`src/rtl/tone_generator_if.sv`:
```
// Note/octave selection toward the tone generator and its audio outputs back.
// The controller side uses master, the generator uses slave.
interface tone_if;
    logic       enable;
    logic [3:0] note_in;
    logic [1:0] octave_in;
    logic       speaker;
    logic       aud_sd;
    logic       playing;
    logic [3:0] note_playing;

    modport master (
        output enable, note_in, octave_in,
        input  speaker, aud_sd, playing, note_playing
    );

    modport slave (
        input  enable, note_in, octave_in,
        output speaker, aud_sd, playing, note_playing
    );
endinterface

```
`src/rtl/tone_generator.sv`:
```
// Square-wave generator for the selected note/octave with a silent gap between notes.
// All outputs registered; one cycle from target change to output change.
module tone_generator #(
    parameter int GAP_CYCLES = 2_000_000
) (
    input  logic  clk,
    input  logic  reset,
    tone_if.slave tone
);
    localparam int GW = (GAP_CYCLES > 0) ? $clog2(GAP_CYCLES + 1) : 1;
    localparam logic [GW-1:0] GAP_LAST = GW'((GAP_CYCLES > 0) ? GAP_CYCLES - 1 : 0);

    localparam logic [1:0] S_IDLE = 2'd0;
    localparam logic [1:0] S_TONE = 2'd1;
    localparam logic [1:0] S_GAP  = 2'd2;

    logic [1:0]    r_state;
    logic [3:0]    r_note;
    logic [1:0]    r_oct;
    logic [18:0]   r_half;
    logic [18:0]   r_cnt;
    logic [GW-1:0] r_gap_cnt;
    logic          r_speaker;
    logic          r_playing;
    logic [3:0]    r_note_playing;

    logic          w_sounding;
    logic [1:0]    w_oct;
    logic [18:0]   w_base;
    logic [18:0]   w_half;
    logic          w_change;

    assign w_sounding = tone.enable && (tone.note_in >= 4'd1) && (tone.note_in <= 4'd7);
    assign w_oct      = (tone.octave_in == 2'b11) ? 2'b01 : tone.octave_in;
    assign w_change   = {tone.note_in, w_oct} != {r_note, r_oct};

    // Middle-octave half periods: floor(1e8 / (2*f))
    always_comb begin
        w_base = 19'd0;
        case (tone.note_in)
            4'd1:    w_base = 19'd191109;
            4'd2:    w_base = 19'd170265;
            4'd3:    w_base = 19'd151685;
            4'd4:    w_base = 19'd143172;
            4'd5:    w_base = 19'd127551;
            4'd6:    w_base = 19'd113636;
            4'd7:    w_base = 19'd101239;
            default: w_base = 19'd0;
        endcase
    end

    always_comb begin
        w_half = w_base;
        case (w_oct)
            2'b00:   w_half = {w_base[17:0], 1'b0};
            2'b10:   w_half = {1'b0, w_base[18:1]};
            default: w_half = w_base;
        endcase
    end

    always_ff @(posedge clk) begin
        if (reset) begin
            r_state        <= S_IDLE;
            r_note         <= 4'd0;
            r_oct          <= 2'd0;
            r_half         <= 19'd0;
            r_cnt          <= 19'd0;
            r_gap_cnt      <= '0;
            r_speaker      <= 1'b0;
            r_playing      <= 1'b0;
            r_note_playing <= 4'd0;
        end else begin
            case (r_state)
                S_IDLE: begin
                    r_speaker <= 1'b0;
                    r_cnt     <= 19'd0;
                    r_gap_cnt <= '0;
                    if (w_sounding) begin
                        r_note         <= tone.note_in;
                        r_oct          <= w_oct;
                        r_half         <= w_half;
                        r_state        <= S_TONE;
                        r_playing      <= 1'b1;
                        r_note_playing <= tone.note_in;
                    end
                end
                S_TONE: begin
                    if (!w_sounding) begin
                        r_state        <= S_IDLE;
                        r_speaker      <= 1'b0;
                        r_cnt          <= 19'd0;
                        r_playing      <= 1'b0;
                        r_note_playing <= 4'd0;
                    end else if (w_change) begin
                        r_speaker <= 1'b0;
                        r_cnt     <= 19'd0;
                        if (GAP_CYCLES > 0) begin
                            r_state        <= S_GAP;
                            r_gap_cnt      <= '0;
                            r_playing      <= 1'b0;
                            r_note_playing <= 4'd0;
                        end else begin
                            r_note         <= tone.note_in;
                            r_oct          <= w_oct;
                            r_half         <= w_half;
                            r_note_playing <= tone.note_in;
                        end
                    end else if (r_cnt == r_half - 19'd1) begin
                        r_speaker <= ~r_speaker;
                        r_cnt     <= 19'd0;
                    end else begin
                        r_cnt <= r_cnt + 19'd1;
                    end
                end
                S_GAP: begin
                    r_speaker <= 1'b0;
                    if (!w_sounding) begin
                        r_state   <= S_IDLE;
                        r_gap_cnt <= '0;
                    end else if (r_gap_cnt == GAP_LAST) begin
                        // Whatever is selected when the gap expires is what plays next
                        r_note         <= tone.note_in;
                        r_oct          <= w_oct;
                        r_half         <= w_half;
                        r_cnt          <= 19'd0;
                        r_gap_cnt      <= '0;
                        r_state        <= S_TONE;
                        r_playing      <= 1'b1;
                        r_note_playing <= tone.note_in;
                    end else begin
                        r_gap_cnt <= r_gap_cnt + GW'(1);
                    end
                end
                default: begin
                    r_state        <= S_IDLE;
                    r_speaker      <= 1'b0;
                    r_playing      <= 1'b0;
                    r_note_playing <= 4'd0;
                end
            endcase
        end
    end

    assign tone.speaker      = r_speaker;
    assign tone.aud_sd       = r_playing;
    assign tone.playing      = r_playing;
    assign tone.note_playing = r_note_playing;
endmodule
```
`src/flat_wrapper.sv`:
```
// flat-port wrapper written by rule: the top's interface ports become plain ports
module tone_generator_flat 
#(
    parameter int GAP_CYCLES = 2_000_000
)
  (clk, reset, tone_enable, tone_note_in, tone_octave_in, tone_speaker, tone_aud_sd, tone_playing, tone_note_playing);
  tone_if tone_i ();
  input  logic clk;
  input  logic reset;
  input wire logic [$bits(tone_i.enable)-1:0] tone_enable;
  input wire logic [$bits(tone_i.note_in)-1:0] tone_note_in;
  input wire logic [$bits(tone_i.octave_in)-1:0] tone_octave_in;
  output wire logic [$bits(tone_i.speaker)-1:0] tone_speaker;
  output wire logic [$bits(tone_i.aud_sd)-1:0] tone_aud_sd;
  output wire logic [$bits(tone_i.playing)-1:0] tone_playing;
  output wire logic [$bits(tone_i.note_playing)-1:0] tone_note_playing;
  assign tone_i.enable = tone_enable;
  assign tone_i.note_in = tone_note_in;
  assign tone_i.octave_in = tone_octave_in;
  assign tone_speaker = tone_i.speaker;
  assign tone_aud_sd = tone_i.aud_sd;
  assign tone_playing = tone_i.playing;
  assign tone_note_playing = tone_i.note_playing;
  tone_generator #(.GAP_CYCLES(GAP_CYCLES)) u_core (.clk(clk), .reset(reset), .tone(tone_i));
endmodule
```
`config.mk`:
```
export PLATFORM = sky130hd
export DESIGN_NAME = tone_generator_flat
export DESIGN_NICKNAME = d
export VERILOG_FILES = /design/src/rtl/tone_generator_if.sv /design/src/rtl/tone_generator.sv /design/src/flat_wrapper.sv
export SDC_FILE = /design/constraint.sdc
export NUM_CORES = 1
export LEC_CHECK = 0
export ABC_AREA = 1
export CELL_PAD_IN_SITES_DETAIL_PLACEMENT = 2
export CELL_PAD_IN_SITES_GLOBAL_PLACEMENT = 2
export CORE_UTILIZATION = 34
export CTS_CLUSTER_SIZE = 8
export DETAILED_ROUTE_END_ITERATION = 12
export PLACE_DENSITY_LB_ADDON = 0.1
export SKIP_CTS_REPAIR_TIMING = 1
export SLEW_MARGIN = 20
export SYNTH_ARGS = -nofsm -noshare
export SYNTH_HDL_FRONTEND = slang
export SYNTH_SLANG_ARGS = --single-unit
```
`constraint.sdc`:
```
create_clock -name clk -period 2.8 [get_ports clk]
set_clock_uncertainty 0.15 [all_clocks]
set_input_delay 0.28 -clock clk [delete_from_list [all_inputs] [get_ports clk]]
set_output_delay 0.28 -clock clk [all_outputs]
set_load 0.005 [all_outputs]
```
==> flow_summary.yaml, run 1 <==
power_and_ir_drop:
  p_switching_w: 0.000843
  p_int_w: 0.00189
  ir_drop_v: 0.000318
  pwr-share-comb_pct: 19.7
  switching_share_pct: 30.9
  power.density_nw_per_um2: 487
  cellLeakagePower_nw: 2.17
  pwr-share-clk_pct: 40.3
  p_seq_share_pct: 40.0
  p_total_w: 0.00273
place:
  place_ws_ns: 0.0770
  gp_congestion: 0.862
  hpwlAfterDp_um: 13700
  postPlaceCellArea_um2: 5310
  io_buffers: 15
hold_path:
  min_path_type: "reg2reg"
  hold_end: "u_core.tone.note_playing[3]"
  hold_path_startpoint: "u_core.tone.note_playing[3]"
  hold_depth: 2
critical_path:
  r2r_cells: 14
  cp.arrival_ns: 2.60
  rrSetupSlack_ns: 0.28
  cp-start-kind: "flop"
  cp.required_ns: 2.88
  critPathMaxFanout: 19
  r2r_start: "u_core.r_half[0]"
  path_class: "reg2reg"
  critPathCaptureType: "flop"
  reg2reg_to: "u_core.r_cnt[6]"
yosys:
  syn_area_um2: 4930
  syn_avg_cell_area_um2: 6.15
  synth_top_cell_area_share_pct: 29.6
  synthesis.nets: 814
  yosys.area.top_type: "dfxtp_1"
  synth_seq_cells: 73
  synth_area_leaders: "dfxtp_1 30%, nand2_1 18%, nor2_1 8.1%"
  yosysSeqAreaShare_pct: 29.6
  synth_cell_types: 45
  synthCells: 802
  synth_async_sr_flop_share_pct: 0
  synth_edf_count: 0
  ys_warn_count: 0
  ys.flop_type: "dfxtp_1"
timing:
  post-route-period-util_pct: 89.9
  finalSetupViolCount: 0
  slew_headroom_pct: 62.4
  slew_violations: 0
  max_freq_mhz: 397
  hold_slack_ns: 0.295
  worst_pin_slew_ns: 0.564
  final.min_clock_period_ns: 2.52
  hold_viol: 0
  fin_ws_ns: 0.282
global_routing:
  antenna_found_initial: 0
  grt_overflow_total: 0
  grt_max_degree: 33
  grt_pass1_wl_um: 29900
  grt_pass1_vias: 5971
  grt_use_total_pct: 25.9
routing:
  drt-initial-drc-count: 180
  drt_pass1_iterations: 4
  num_vias: 5326
  detail-route-antenna-nets: 0
  wirelength_um: 17900
  avgViaCountPerCell: 5.31
  drcViolationCount: 0
  wire_per_inst_um: 17.8
cts:
  cts_num_sinks: 73
  path_clk_slew_ns: 0.06
  insertion_delay_ns: 0.34
  cts_made_buffers: 9
  cts_buffer_depth: 2
  cts_tree: "done"
  h-tree-depth: 3
  root_buffer: "clkbuf_16"
layout:
  design_area_um2: 5610
  nNetsFinal: 830
  filler_cell_count: 1795
  final_layout_size_suffix_gt1_share_pct: 7.29
  n_antenna_cell: 0
  area_delta_synth_final_pct: 13.7
  postLayoutCoreUtil_pct: 40.1
floorplan:
  ios: 16
  start_util_pct: 35.2
  die_h_um: 122
  coreArea_um2: 14000
  die-area_um2: 15000
  die_w_um: 122
  core.rowCount: 43
status:
  status: "complete, no violations"
flow_run:
  cap_violations: 0
## cell families after synthesis
kind of cell / share of synthesized area, %
XOR/XNOR: 6.34
flip-flops: 29.6
AND/OR/NAND/NOR: 38.5
buffers and inverters: 9.64
adder cells (fa/ha/maj): 0.762
AO/OA/AOI/OAI: 15.1
## layer usage
layer | part of all wire, % | GRT usage (%)
met1 | 44 | 29.5
met2 | 52 | 48.4
met3 | 1.4 | 2.97
met4 | 2.6 | 10.4
met5 | 0 | 0
## cells in the final DEF, fill, tap and decap left out, types with 3 or more instances in the layout
| cell | count |
|---|---|
| xnor2_1 | 11 |
| inv_2 | 5 |
| nor2_2 | 6 |
| o221ai_1 | 4 |
| nand3b_1 | 5 |
| o22ai_1 | 9 |
| nand4_1 | 13 |
| xor2_1 | 22 |
| ha_1 | 3 |
| o21ai_0 | 32 |
| a21oi_1 | 70 |
| clkbuf_16 | 9 |
| nor3_1 | 17 |
| clkinv_2 | 3 |
| buf_4 | 18 |
| dfxtp_1 | 73 |
| nor4_1 | 3 |
| nand3_1 | 38 |
| nor2_1 | 107 |
| o211ai_1 | 4 |
| inv_1 | 79 |
| a31oi_1 | 3 |
| clkdlybuf4s50_1 | 15 |
| nand2_1 | 240 |
| nor2_4 | 4 |
## area by class of cell
type	instances	area, um2	share of cell area [%]
inverters	86	325	5.80
flip-flops and latches	73	1460	26.1
well taps	180	225	4.02
clock buffers	13	260	4.64
multi-input cells	613	2990	53.4
clock inverters	3	15.0	0.268
repair buffers	35	325	5.80
## metrics by stage
| step | setup TNS [ns] | std cells |
|---|---|---|
| 6_report | 0 | 1003 |
| 3_3_place_gp | 0 | 986 |
| 2_1_floorplan | 0 | 802 |
| 3_5_place_dp | 0 | 986 |
| 5_1_grt | -0.137 | 1003 |
| 4_1_cts | 0 | 1002 |
## synth_stat cells, types with 5 or more instances
cell type	number
a21oi_1	70
nor2_1	107
nand2_1	240
nand3b_1	5
nor3_1	17
nand3_1	38
inv_1	79
inv_2	5
o22ai_1	9
xor2_1	22
dfxtp_1	73
nand4_1	13
o21ai_0	32
nor2_2	6
buf_2	12
clkbuf_1	12
xnor2_1	11
## registers in the layout (all words and copies together) (netlist names)
register / cells
u_core.tone.speaker: 1
u_core.tone.note_playing: 4
u_core.r_gap_cnt: 21
u_core.r_half: 19
u_core.r_cnt: 19
u_core.tone.aud_sd: 1
u_core.r_oct: 2
u_core.r_note: 4
u_core.r_state: 2
## worst max path at each step
stage / start / slack (ns) / endpoint / cells past startpoint
final: u_core.r_half[0] / 0.28 / u_core.r_cnt[6] / 14
after global routing: u_core.r_half[0] / -0.03 / u_core.r_cnt[5] / 14
after CTS: u_core.r_half[0] / 0.17 / u_core.r_cnt[6] / 13
after detailed placement: tone_note_in[1] / 0.08 / u_core.r_gap_cnt[20] / 13
after global placement: tone_note_in[2] / 0.21 / u_core.r_gap_cnt[20] / 13
after floorplan: u_core.r_half[0] / 0.72 / u_core.r_cnt[10] / 14
## power by group through the flow
stage	registers [W]	logic, W	clock network (W)
after floorplan	0.00110	0.000377	0
after global placement	0.00111	0.000506	0
after detailed placement	0.00111	0.000537	0
after CTS	0.00109	0.000545	0.00113
after global routing	0.00109	0.000614	0.00117
final	0.00109	0.000539	0.00110
## critical path: stages (launching register included)
cell	delay [ns]
dfxtp_1	0.33
inv_1	0.16
ha_1	0.30
nand2_1	0.15
nor2_4	0.26
nand2_1	0.12
nand2_1	0.09
nand2_1	0.06
nor2_1	0.12
nand2_1	0.08
nor2_1	0.19
nand3_4	0.09
buf_12	0.17
nand2_1	0.07
a21oi_1	0.06
Power figures use the tool's default switching activity.
==> inputs of run 2 (changes only) <==
- SLEW_MARGIN: 20 -> not set
==> results of run 2 <==
No change in the layout: final DEF, timing and power equal those of run 1.
